--- src/rtl/cordic_iter_engine.sv ---
// Iterative CORDIC engine: one micro-rotation per clock, rotation or vectoring mode,
// valid/ready on both sides, sticky per-operation overflow flags.
module cordic_iter_engine #(
    parameter int p_WIDTH      = 32,
    parameter int p_ITERATIONS = p_WIDTH - 2
) (
    input  logic               clk,
    input  logic               rst_n,
    input  logic               in_valid,
    output logic               in_ready,
    input  logic               mode,
    input  logic [p_WIDTH-1:0] x_in,
    input  logic [p_WIDTH-1:0] y_in,
    input  logic [p_WIDTH-1:0] z_in,
    output logic               out_valid,
    input  logic               out_ready,
    output logic [p_WIDTH-1:0] x_out,
    output logic [p_WIDTH-1:0] y_out,
    output logic [p_WIDTH-1:0] z_out,
    output logic               xOverflow,
    output logic               yOverflow,
    output logic               zOverflow
);

    localparam int ITER_W   = (p_ITERATIONS < 2) ? 1 : $clog2(p_ITERATIONS);
    localparam int TBL_SIZE = 2 ** ITER_W;
    localparam int MSB      = p_WIDTH - 1;

    generate
        if (p_ITERATIONS < 1 || p_ITERATIONS > p_WIDTH - 1) begin : g_bad_param
            $error("cordic_iter_engine: p_ITERATIONS must be in 1..p_WIDTH-1");
        end
    endgenerate

    // Binary-angle arctangent, 2^(p_WIDTH-1) == pi, rounded to nearest.
    function automatic logic [p_WIDTH-1:0] atan_entry(input int i);
        real r;
        r = $atan(2.0 ** (-i)) / 3.14159265358979323846 * (2.0 ** (p_WIDTH - 1));
        return p_WIDTH'(longint'($floor(r + 0.5)));
    endfunction

    // Table padded to a power of two so the counter indexes it at full width.
    logic signed [p_WIDTH-1:0] atan_tbl [TBL_SIZE];

    generate
        for (genvar gi = 0; gi < TBL_SIZE; gi++) begin : g_atan
            if (gi < p_ITERATIONS) begin : g_used
                localparam logic [p_WIDTH-1:0] c_ATAN = atan_entry(gi);
                assign atan_tbl[gi] = c_ATAN;
            end else begin : g_pad
                assign atan_tbl[gi] = '0;
            end
        end
    endgenerate

    typedef enum logic [1:0] {
        S_IDLE,
        S_RUN,
        S_DONE
    } state_t;

    state_t                    state_reg, state_next;
    logic                      mode_reg;
    logic [ITER_W-1:0]         iter_reg;
    logic signed [p_WIDTH-1:0] x_reg, y_reg, z_reg;
    logic                      x_ovf_reg, y_ovf_reg, z_ovf_reg;

    logic                      d_pos;
    logic                      last_iter;
    logic signed [p_WIDTH-1:0] x_sh, y_sh, atan_cur;
    logic signed [p_WIDTH-1:0] x_next, y_next, z_next;
    logic                      x_ovf, y_ovf, z_ovf;

    always_comb begin
        state_next = state_reg;
        in_ready   = 1'b0;
        out_valid  = 1'b0;
        case (state_reg)
            S_IDLE: begin
                in_ready = 1'b1;
                if (in_valid) state_next = S_RUN;
            end
            S_RUN: begin
                if (last_iter) state_next = S_DONE;
            end
            S_DONE: begin
                out_valid = 1'b1;
                if (out_ready) state_next = S_IDLE;
            end
            default: state_next = S_IDLE;
        endcase
    end

    // d = +1 (d_pos) drives z toward zero in rotation, y toward zero in vectoring.
    always_comb begin
        d_pos     = mode_reg ? y_reg[MSB] : ~z_reg[MSB];
        last_iter = (iter_reg == ITER_W'(p_ITERATIONS - 1));
        x_sh      = x_reg >>> iter_reg;
        y_sh      = y_reg >>> iter_reg;
        atan_cur  = atan_tbl[iter_reg];
        x_next    = d_pos ? (x_reg - y_sh) : (x_reg + y_sh);
        y_next    = d_pos ? (y_reg + x_sh) : (y_reg - x_sh);
        z_next    = d_pos ? (z_reg - atan_cur) : (z_reg + atan_cur);
        // Subtraction overflows when operands differ in sign; addition when they agree.
        x_ovf     = ((x_reg[MSB] == y_sh[MSB]) ^ d_pos) && (x_next[MSB] != x_reg[MSB]);
        y_ovf     = ((y_reg[MSB] == x_sh[MSB]) ^ ~d_pos) && (y_next[MSB] != y_reg[MSB]);
        z_ovf     = ((z_reg[MSB] == atan_cur[MSB]) ^ d_pos) && (z_next[MSB] != z_reg[MSB]);
    end

    always_ff @(posedge clk or negedge rst_n) begin
        if (!rst_n) begin
            state_reg <= S_IDLE;
            mode_reg  <= 1'b0;
            iter_reg  <= '0;
            x_reg     <= '0;
            y_reg     <= '0;
            z_reg     <= '0;
            x_ovf_reg <= 1'b0;
            y_ovf_reg <= 1'b0;
            z_ovf_reg <= 1'b0;
        end else begin
            state_reg <= state_next;
            case (state_reg)
                S_IDLE: begin
                    if (in_valid) begin
                        mode_reg  <= mode;
                        iter_reg  <= '0;
                        x_reg     <= x_in;
                        y_reg     <= y_in;
                        z_reg     <= z_in;
                        x_ovf_reg <= 1'b0;
                        y_ovf_reg <= 1'b0;
                        z_ovf_reg <= 1'b0;
                    end
                end
                S_RUN: begin
                    x_reg     <= x_next;
                    y_reg     <= y_next;
                    z_reg     <= z_next;
                    iter_reg  <= iter_reg + ITER_W'(1);
                    x_ovf_reg <= x_ovf_reg | x_ovf;
                    y_ovf_reg <= y_ovf_reg | y_ovf;
                    z_ovf_reg <= z_ovf_reg | z_ovf;
                end
                default: ;
            endcase
        end
    end

    assign x_out     = x_reg;
    assign y_out     = y_reg;
    assign z_out     = z_reg;
    assign xOverflow = x_ovf_reg;
    assign yOverflow = y_ovf_reg;
    assign zOverflow = z_ovf_reg;

endmodule
--- config.mk ---
export PLATFORM = sky130hd
export DESIGN_NAME = cordic_iter_engine
export DESIGN_NICKNAME = d
export VERILOG_FILES = /design/src/rtl/cordic_iter_engine.sv
export SDC_FILE = /design/constraint.sdc
export NUM_CORES = 1
export LEC_CHECK = 0
export BUFFER_PORTS_ARGS = -buffer_cell sky130_fd_sc_hd__buf_2
export CAP_MARGIN = 20
export CORE_ASPECT_RATIO = 0.8
export CORE_MARGIN = 2
export CORE_UTILIZATION = 40
export DETAILED_ROUTE_END_ITERATION = 6
export SYNTH_ARGS = -nofsm -noshare
export SYNTH_HDL_FRONTEND = slang
export SYNTH_SLANG_ARGS = --single-unit
--- constraint.sdc ---
create_clock -name clk -period 17 [get_ports clk]
set_input_delay 1.7 -clock clk [delete_from_list [all_inputs] [get_ports clk]]
set_output_delay 1.7 -clock clk [all_outputs]
set_load 0.01 [all_outputs]
==> results.sh, run 1 <==
export IMPL_yosysTopAreaCellShare_pct=15.8
export IMPL_initial_utilization_pct=40.5
export IMPL_htreeDepth=3
export IMPL_cp_top_family="compound AO/OA/AOI/OAI gates"
export IMPL_syn_num_nets=2356
export IMPL_finalSetupTns_ns=0
export IMPL_nFillCells=4297
export IMPL_required_ns=17.31
export IMPL_ant_nets=0
export IMPL_wl_per_cell_um=25.7
export IMPL_start_kind="flop"
export IMPL_area_growth_pct=9.62
export IMPL_endpoint_kind="flop"
export IMPL_path_cells="buf_4 -> mux4_1 -> mux2i_2 -> o221ai_1 -> a31oi_1 -> nand4_1 -> or3_1 -> o31ai_1 -> xnor2_1 -> ha_1 -> a21o_1 -> a21o_1 -> a21oi_1 -> o311ai_1 -> buf_4 -> a21oi_1 -> o21ai_0 -> a311oi_1 -> xor2_1 -> o32a_1 -> o311ai_1"
export IMPL_yosysTopAreaCell="dfrtp_1"
export IMPL_ys_top_cells_by_count="nand2_1 (292), nor2_1 (161), a21oi_1 (149)"
export IMPL_root_buffer="clkbuf_16"
export IMPL_viasPerCell=6.44
export IMPL_tightest_slew_ns=1.07
export IMPL_worstSkewPairLatency_ns=0.42
export IMPL_hp_class="flop to flop"
export IMPL_clk_pin_slew_ns=0.09
export IMPL_slew_viol_final=0
export IMPL_row_count=67
export IMPL_clock_fmax_mhz=121
export IMPL_slowest_stage="dfrtp_4"
export IMPL_core_um2=41900
export IMPL_synth_edf_count=0
export IMPL_yosysWarnings=0
export IMPL_layout_min_cycle_time_ns=8.25
export IMPL_setup_viol=0
export IMPL_dr_total_vias=18000
export IMPL_clock_path_buffers=2
export IMPL_dieHeight_um=188
export IMPL_ys_top_cells_by_area="dfrtp_1 (16%), mux4_2 (9.9%), ha_1 (7.9%)"
export IMPL_cts_sinks=107
export IMPL_async_flop_share_pct=100
export IMPL_path_max_fanout=68
export IMPL_numCtsBuffers=9
export IMPL_diodes=0
export IMPL_worstPathArrival_ns=8.55
export IMPL_path_class="flop to flop"
export IMPL_ys_ff_latch=107
export IMPL_layout_drive_gt1_share_pct=18.5
export IMPL_place_hpwl_mm=54.0
export IMPL_yosysMostFrequentCell="nand2_1"
export IMPL_rsz0062_at_grt="no"
export IMPL_first_pass_iters=6
export IMPL_grt_max_degree=79
export IMPL_synth_cell_area_um2=17000
export IMPL_postCtsSetupBuffers=0
export IMPL_cts_tree="built"
export IMPL_dieArea_um2=44100
export IMPL_gp_congestion=1.01
export IMPL_dominantRegCellSynth="dfrtp_1"
export IMPL_yosysSeqAreaShare_pct=15.8
export IMPL_fin_worst_skew_ns=0.0191
export IMPL_crit_buf_inv=2
export IMPL_outcome="completed"
export IMPL_die_width_um=234
export IMPL_avgSynthCellArea_um2=7.92
export IMPL_synthCells=2145
export IMPL_finalCritPeriodShare_pct=48.5
export IMPL_first_global_vias=16800
export IMPL_finalWirelength_mm=71.9
export IMPL_io_pins=202
export IMPL_grt_remaining_overflow=0
export IMPL_cap_violations=0
export IMPL_remaining_drc_errors=0
export IMPL_antenna_found_initial=0
export IMPL_maxSlewHeadroom_pct=28.8
export IMPL_slowest_delay_ns=1.08
export IMPL_port_buffers=201
export IMPL_hold_viol=0
export IMPL_cts_hold_buffers=0
export IMPL_nNetsFinal=2446
export IMPL_cts_resized=0
export IMPL_grt_pass1_wl_mm=108
export IMPL_grtUsageTotal_pct=32.3
export IMPL_drtIter0Drc=2135
export IMPL_synth_cell_types=99
==> cell usage in the layout, fill, tap and decap left out, types with 20 or more instances in the layout <==
| cell type | count |
|---|---|
| nand4_1 | 22 |
| nand3_1 | 44 |
| a31oi_1 | 69 |
| nor2b_1 | 22 |
| o22ai_1 | 20 |
| inv_1 | 36 |
| a21o_1 | 46 |
| o31ai_1 | 22 |
| a211oi_1 | 23 |
| buf_4 | 31 |
| a22oi_1 | 34 |
| dfrtp_1 | 102 |
| and3_1 | 21 |
| mux2i_1 | 75 |
| o21ai_0 | 132 |
| nor3_1 | 47 |
| xnor2_1 | 76 |
| mux4_2 | 75 |
| nand2_1 | 291 |
| xor2_1 | 87 |
| nor2_1 | 159 |
| a21oi_1 | 149 |
| nand2b_1 | 31 |
| mux2_2 | 36 |
| buf_2 | 200 |
| ha_1 | 107 |
==> routing by layer <==
| layer | wire (um) | track usage [%] | vias to the layer above |
|---|---|---|---|
| li1 | - | - | 8210 |
| met1 | 33500 | 48.3 | 8771 |
| met2 | 28700 | 43.9 | 914 |
| met3 | 8090 | 10.8 | 81 |
| met4 | 1530 | 7.43 | 0 |
| met5 | 0 | 0.781 | - |
==> path summary, 6_finish.rpt <==
path                                     to        start  slack (ns)  cells past startpoint
min in group asynchronous         y_out[14]        rst_n        1.31                      1
worst max register to register    yOverflow  iter_reg[1]        8.75                     21
max in group asynchronous       iter_reg[2]        rst_n       14.27                      2
worst max-delay path              yOverflow  iter_reg[1]        8.75                     21
worst min register to register    xOverflow    xOverflow        0.52                      2
worst min-delay path              xOverflow    xOverflow        0.52                      2
==> through the flow <==
| step | cell area [um2] | utilization (%) | std cells | hold WS [ns] | setup WS [ns] |
|---|---|---|---|---|---|
| 2_1_floorplan | 17000 | - | 2145 | 0.516 | 10.56 |
| 3_3_place_gp | 18300 | 43.6 | 2775 | 0.489 | 9.15 |
| 3_5_place_dp | 18300 | 43.6 | 2775 | 0.493 | 8.93 |
| 4_1_cts | 18600 | 44.4 | 2791 | 0.517 | 8.85 |
| 5_1_grt | 18600 | 44.4 | 2792 | 0.553 | 8.27 |
| 6_report | 18600 | 44.4 | 2792 | 0.517 | 8.75 |
==> logic make-up (layout without fill, tap and decap cells) <==
family | Yosys count | count (layout) | share of synthesized area (%)
muxes | 193 | 193 | 17.5
xor gates and xnor gates | 163 | 163 | 8.40
buffers and inverters | 194 | 289 | 4.95
AOI/OAI and AO/OA | 643 | 643 | 24.8
and+or+nand+nor | 735 | 735 | 20.3
DFF | 107 | 107 | 15.8
adders and majority gates | 110 | 110 | 8.23
==> layout make-up <==
type	instances	area [um2]	area share [%]
timing repair buffer	232	1240	6.69
clock buffer	9	225	1.21
clock inverter	7	91.3	0.490
tap	552	691	3.71
inverter	41	154	0.826
sequential	107	2690	14.5
multi-input combinational	1844	13500	72.6
==> tightest hold or removal path: stages, from the launching register on <==
cell       delay, ns
dfrtp_1         0.35
nand2_1         0.05
o2111ai_1       0.08
Power of run 1 is not shown: default switching activity piles up to over one toggle a cycle in this logic, so the estimate is an artifact.
==> run 2, diff against run 1 <==
- ABC_AREA: default -> 1
- clock period: 17 -> 8.3 ns (I/O delays scaled with it)
==> run 2 against run 1 <==
Net effect:
- critical path depth up 6
- synthesized cell count grew 28%
- fmax grew 23%
- global-route usage decreased by 0.27 points
- critical endpoint is now z_out[24]
- via count rose by 7.5%
- clock-buffer cell count is the same
- clock skew is essentially flat
- synthesized area fell by 5.0%
==> results.sh, run 2 <==
export IMPL_ys_top_cells_by_area="nand2_1 (19%), dfrtp_1 (17%), nand3_1 (11%)"
export IMPL_drt_met1_wl_mm=32.7
export IMPL_slowest_stage="a21boi_0"
export IMPL_ys_ff_latch=107
export IMPL_grtUsageTotal_pct=32.0
export IMPL_cpMostUsedCell="nand2_1"
export IMPL_async_flop_share_pct=100
export IMPL_synthCells=2742
export IMPL_nFillCells=4382
export IMPL_whs_ns=0.532
export IMPL_reg2reg_slack_ns=1.58
export IMPL_finalWirelength_mm=67.6
export IMPL_row_count=65
export IMPL_yosysMostFrequentCell="nand2_1"
export IMPL_remaining_drc_errors=0
export IMPL_path_class="flop to flop"
export IMPL_finalSetupTns_ns=0
export IMPL_yosysWarnings=0
export IMPL_numCtsBuffers=9
export IMPL_place_hpwl_mm=53.1
export IMPL_layout_min_cycle_time_ns=6.72
export IMPL_hold_viol=0
export IMPL_synth_simple_gate_area_share_pct=39.6
export IMPL_path_max_fanout=73
export IMPL_postCtsSetupBuffers=0
export IMPL_tightest_slew_ns=0.998
export IMPL_root_buffer="clkbuf_16"
export IMPL_fin_area_um2=17600
export IMPL_crit_buf_inv=3
export IMPL_viasPerCell=5.69
export IMPL_synth_cell_area_um2=16100
export IMPL_synthXorXnorAreaFrac_pct=7.49
export IMPL_wl_met2_mm=27.1
export IMPL_gp_congestion=0.980
export IMPL_synth_edf_count=0
export IMPL_cts_tree="built"
export IMPL_required_ns=8.60
export IMPL_cts_sinks=107
export IMPL_mostFrequentLayoutCells="nand2_1 (815), nand3_1 (368), nor2_1 (252)"
export IMPL_ant_nets=0
export IMPL_core_um2=39600
export IMPL_worstPathArrival_ns=7.02
export IMPL_yosysSeqAreaShare_pct=16.6
export IMPL_first_pass_iters=6
export IMPL_nNetsFinal=3068
export IMPL_antenna_found_initial=1
export IMPL_synth_compound_area_share_pct=18.2
export IMPL_clock_path_buffers=2
export IMPL_rsz0062_at_grt="no"
export IMPL_outcome="completed"
export IMPL_grt_max_degree=75
export IMPL_wl_per_cell_um=19.9
export IMPL_avgSynthCellArea_um2=5.88
export IMPL_top_layer="met4"
export IMPL_die_width_um=229
export IMPL_yosys_area_share_adder_pct=8.67
export IMPL_grt_pass1_wl_mm=105
export IMPL_place_area_um2=17400
export IMPL_dr_wl_met3_mm=6.37
export IMPL_yosysTopAreaCellShare_pct=19.0
export IMPL_htreeDepth=3
export IMPL_cts_resized=0
export IMPL_yosysTopAreaCell="nand2_1"
export IMPL_dr_total_vias=19300
export IMPL_maxSlewHeadroom_pct=33.5
export IMPL_clock_fmax_mhz=149
export IMPL_layout_drive_gt1_share_pct=10.2
export IMPL_worstSkewPairLatency_ns=0.42
export IMPL_dp_cells=3382
export IMPL_instances_no_fill=3396
export IMPL_diodes=0
export IMPL_synth_mux_area_share_pct=0.0698
export IMPL_seq_area_um2=2680
export IMPL_syn_num_nets=2953
export IMPL_cap_violations=0
export IMPL_hp_class="flop to flop"
export IMPL_slowest_delay_ns=0.74
export IMPL_dieHeight_um=184
export IMPL_dieArea_um2=42000
export IMPL_grt_remaining_overflow=0
export IMPL_cts_hold_buffers=0
export IMPL_slew_viol_final=0
export IMPL_synth_top_family_by_area="simple AND/OR/NAND/NOR gates"
export IMPL_setup_viol=0
export IMPL_multiInputGateArea_um2=12000
export IMPL_cp_top_family="compound AO/OA/AOI/OAI gates"
export IMPL_initial_utilization_pct=40.7
export IMPL_area_growth_pct=9.23
export IMPL_dominantRegCellSynth="dfrtp_1"
export IMPL_layout_commonest_cell="nand2_1"
export IMPL_first_global_vias=18200
export IMPL_fin_worst_skew_ns=0.0195
export IMPL_endpoint_kind="flop"
export IMPL_port_buffers=201
export IMPL_clk_pin_slew_ns=0.09
export IMPL_drtIter0Drc=2016
export IMPL_io_pins=202
export IMPL_start_kind="flop"
export IMPL_finalCritPeriodShare_pct=81.0
export IMPL_ys_top_cells_by_count="nand2_1 (816), nand3_1 (368), nor2_1 (254)"
export IMPL_synth_cell_types=56
==> run 2: changes by cell type in the layout (fill, tap and decap cells not counted), sizes merged, moves of 27 or more <==
cell    delta
a21o      -41
a22oi     -33
a31oi     -54
inv      +186
mux2      -36
mux2i     -78
mux4      -78
nand2    +533
nand2b    -32
nand3    +325
nor2     +106
nor3      -27
o21ai     +98
==> run 2: cell families (layout without fill, tap and decap cells) <==
family,Yosys count,count (layout)
AO/OA/AOI/OAI,516,516
buffers and inverters,350,468
flip-flops,107,107
adder cells (fa/ha/maj),110,110
AND/OR/NAND/NOR,1520,1520
multiplexers,1,1
XOR/XNOR,138,138
==> run 2: layout make-up <==
class / instances / share of cell area, %
Clock inverter: 5 / 0.220
Inverter: 229 / 4.91
Timing Repair Buffer: 225 / 6.75
Clock buffer: 9 / 1.28
Tap cell: 536 / 3.81
Sequential cell: 107 / 15.2
Multi-Input combinational cell: 2285 / 67.8
==> run 2: worst reg2reg max path, cell delays in order (launching register included) <==
cell      delay, ns
dfrtp_2        0.70
inv_4          0.42
ha_1           0.34
inv_1          0.18
nand2_1        0.17
nor2_1         0.23
nor2_1         0.14
o21ai_0        0.20
nand2_1        0.11
nor2_1         0.11
nand2_1        0.08
nor3_2         0.38
nand2_1        0.15
nor2_2         0.18
nand2_1        0.10
nand2_1        0.08
xor2_1         0.16
ha_1           0.32
a21oi_1        0.17
inv_1          0.09
a31oi_1        0.14
a21boi_0       0.74
o21ai_0        0.35
a21boi_0       0.48
o21ai_0        0.19
xor2_1         0.18
o21ai_0        0.15
nand2_1        0.06
==> run 2: layer usage <==
layer	GRT usage [%]	vias to the layer above
li1	-	9373
met1	47.0	9044
met2	46.5	825
met3	7.61	75
met4	8.05	0
met5	0	-
==> run 2: final timing paths <==
kind,startpoint,to,cells past startpoint
worst max-delay path,iter_reg[0],z_out[24],27
worst min register to register,state_reg[0],state_reg[1],1
min in group asynchronous,rst_n,z_out[0],1
worst max register to register,iter_reg[0],z_out[24],27
worst min-delay path,state_reg[0],state_reg[1],1
max in group asynchronous,rst_n,y_out[24],2
==> run 2: through the flow <==
stage	utilization, %	worst slack [ns]
after global placement	43.8	1.83
after floorplan	-	4.02
after global routing	44.5	1.14
after detailed placement	43.8	1.85
after CTS	44.5	1.81
final	44.5	1.58
Power of run 2 is left out for the same reason.
==> run 3, diff against run 2 <==
- ABC_AREA: 1 -> 0
- clock period: 8.3 -> 5.7 ns (I/O delays scaled with it)
==> run 3 against run 2 <==
Net effect:
- via count increased by 4.0%
- the flow now finishes with violations (negative setup slack)
- critical path type unchanged
- cell area increased by 29%
- highest routed layer unchanged
- critical endpoint is now yOverflow
- sequential share of layout area decreased by 3.4 points
- utilization increased by 9.9 points
- clock-buffer cell count increased by 1
==> results.sh, run 3 (same netlist as run 1, synthesis figures left out) <==
export IMPL_cts_sinks=107
export IMPL_initial_utilization_pct=40.5
export IMPL_required_ns=6.01
export IMPL_die_width_um=234
export IMPL_reg2regPathDepth=23
export IMPL_wl_per_cell_um=24.4
export IMPL_first_pass_iters=6
export IMPL_fin_util_pct=54.4
export IMPL_grt_pass1_wl_mm=119
export IMPL_setup_viol=2
export IMPL_viasPerCell=6.17
export IMPL_layout_min_cycle_time_ns=5.76
export IMPL_remaining_drc_errors=0
export IMPL_gp_congestion=1.03
export IMPL_numCtsBuffers=9
export IMPL_dp_cells=3205
export IMPL_layout_drive_gt1_share_pct=35.3
export IMPL_whs_ns=0.196
export IMPL_root_buffer="clkbuf_16"
export IMPL_worstPathArrival_ns=6.07
export IMPL_worstSkewPairLatency_ns=0.42
export IMPL_endpoint_kind="flop"
export IMPL_fin_area_um2=22800
export IMPL_area_growth_pct=34.3
export IMPL_path_max_fanout=6
export IMPL_ant_nets=0
export IMPL_core_um2=41900
export IMPL_outcome="finished with violations"
export IMPL_dr_wl_met3_mm=8.38
export IMPL_port_buffers=201
export IMPL_dieHeight_um=188
export IMPL_wl_met2_mm=32.5
export IMPL_cap_violations=0
export IMPL_htreeDepth=3
export IMPL_clock_fmax_mhz=174
export IMPL_place_area_um2=21700
export IMPL_hp_class="primary input to async pin"
export IMPL_tightest_slew_ns=1.07
export IMPL_layout_commonest_cell="buf_4"
export IMPL_grt_remaining_overflow=0
export IMPL_maxSlewHeadroom_pct=28.1
export IMPL_finalWirelength_mm=79.5
export IMPL_clock_path_buffers=2
export IMPL_rsz0062_at_grt="yes"
export IMPL_top_layer="met4"
export IMPL_path_class="flop to flop"
export IMPL_finalCritPeriodShare_pct=101
export IMPL_grtUsageTotal_pct=35.3
export IMPL_violations="negative setup slack"
export IMPL_mostFrequentLayoutCells="buf_4 (473), nand2_1 (289), buf_2 (200)"
export IMPL_hold_viol=0
export IMPL_drt_met1_wl_mm=37.4
export IMPL_clk_pin_slew_ns=0.08
export IMPL_drtIter0Drc=2339
export IMPL_fin_worst_skew_ns=0.0125
export IMPL_instances_no_fill=3256
export IMPL_cts_tree="built"
export IMPL_dieArea_um2=44100
export IMPL_slew_viol_final=0
export IMPL_place_hpwl_mm=62.7
export IMPL_layout_setup_ws_ns=-0.0586
export IMPL_io_pins=202
export IMPL_first_global_vias=18900
export IMPL_dr_total_vias=20100
export IMPL_start_kind="flop"
export IMPL_grt_max_degree=85
export IMPL_antenna_found_initial=2
export IMPL_nNetsFinal=2910
export IMPL_row_count=67
run 3: changes by cell type in the layout (fill, tap and decap cells not counted), moves of 33 or more:
cell     delta
inv_1     -180
o21ai_0    -95
mux4_2     +76
a31oi_1    +49
mux2i_1    +67
nor2_1     -96
a21o_1     +41
a22oi_1    +33
buf_4     +448
nand2_1   -526
nand3_1   -326
run 3: worst max-delay path, cell delays in order (launching register included):
cell and delay [ns]:
dfrtp_4 0.50, mux4_2 0.54, mux4_2 0.61, a221oi_4 0.33, buf_4 0.16, inv_2 0.04, nor4_4 0.16, nand4_1 0.18
or2_4 0.31, o21ai_2 0.12, xor2_1 0.19, ha_1 0.28, a21o_1 0.19, a221oi_2 0.26, buf_4 0.20, a21o_1 0.17
o311ai_4 0.14, a21oi_2 0.21, o21ai_2 0.10, a311oi_2 0.32, buf_4 0.19, nand3_2 0.07, o32a_1 0.17, o311ai_1 0.22
run 3: what timing repair did:
item                                    CTS  global route
gates cloned                              0             1
endpoints found under the setup margin   12            29
pin swaps                                16            40
hold buffers                              0             0
resized for setup                        35            86
buffers inserted                         11            24
run 3: area by class of cell:
type	count	area, um2
Clock buffer	10	229
Tap cell	552	691
Fill cell	4047	19100
Sequential cell	107	2690
Multi-Input combinational cell	1844	14000
Inverter	41	159
Timing Repair Buffer	696	4960
Antenna cell	1	2.50
Clock inverter	5	37.5
run 3: per-stage QoR:
stage | TNS (ns) | setup slack [ns]
after floorplan | 0 | 0.0104
after CTS | 0 | 0.00239
after detailed placement | -1.09 | -0.247
after global placement | -0.324 | -0.203
final | -0.0714 | -0.0586
after global routing | -1.29 | -0.260
run 3: path summary, 6_finish.rpt:
check | start | end | slack (ns)
setup / recovery | iter_reg[1] | yOverflow | -0.06
hold / removal | rst_n | y_out[11] | 0.20
setup reg to reg | iter_reg[1] | yOverflow | -0.06
hold reg to reg | xOverflow | xOverflow | 0.53
max in group asynchronous | rst_n | y_out[31] | 4.17
min in group clk | mode | mode_reg | 0.39
run 3: layer usage:
metal / vias to the layer above / GRT usage, %
li1: 9129 / -
met1: 9886 / 54.4
met2: 991 / 49.5
met3: 84 / 9.05
met4: 0 / 5.95
met5: - / 0
Power of run 3 is left out for the same reason.
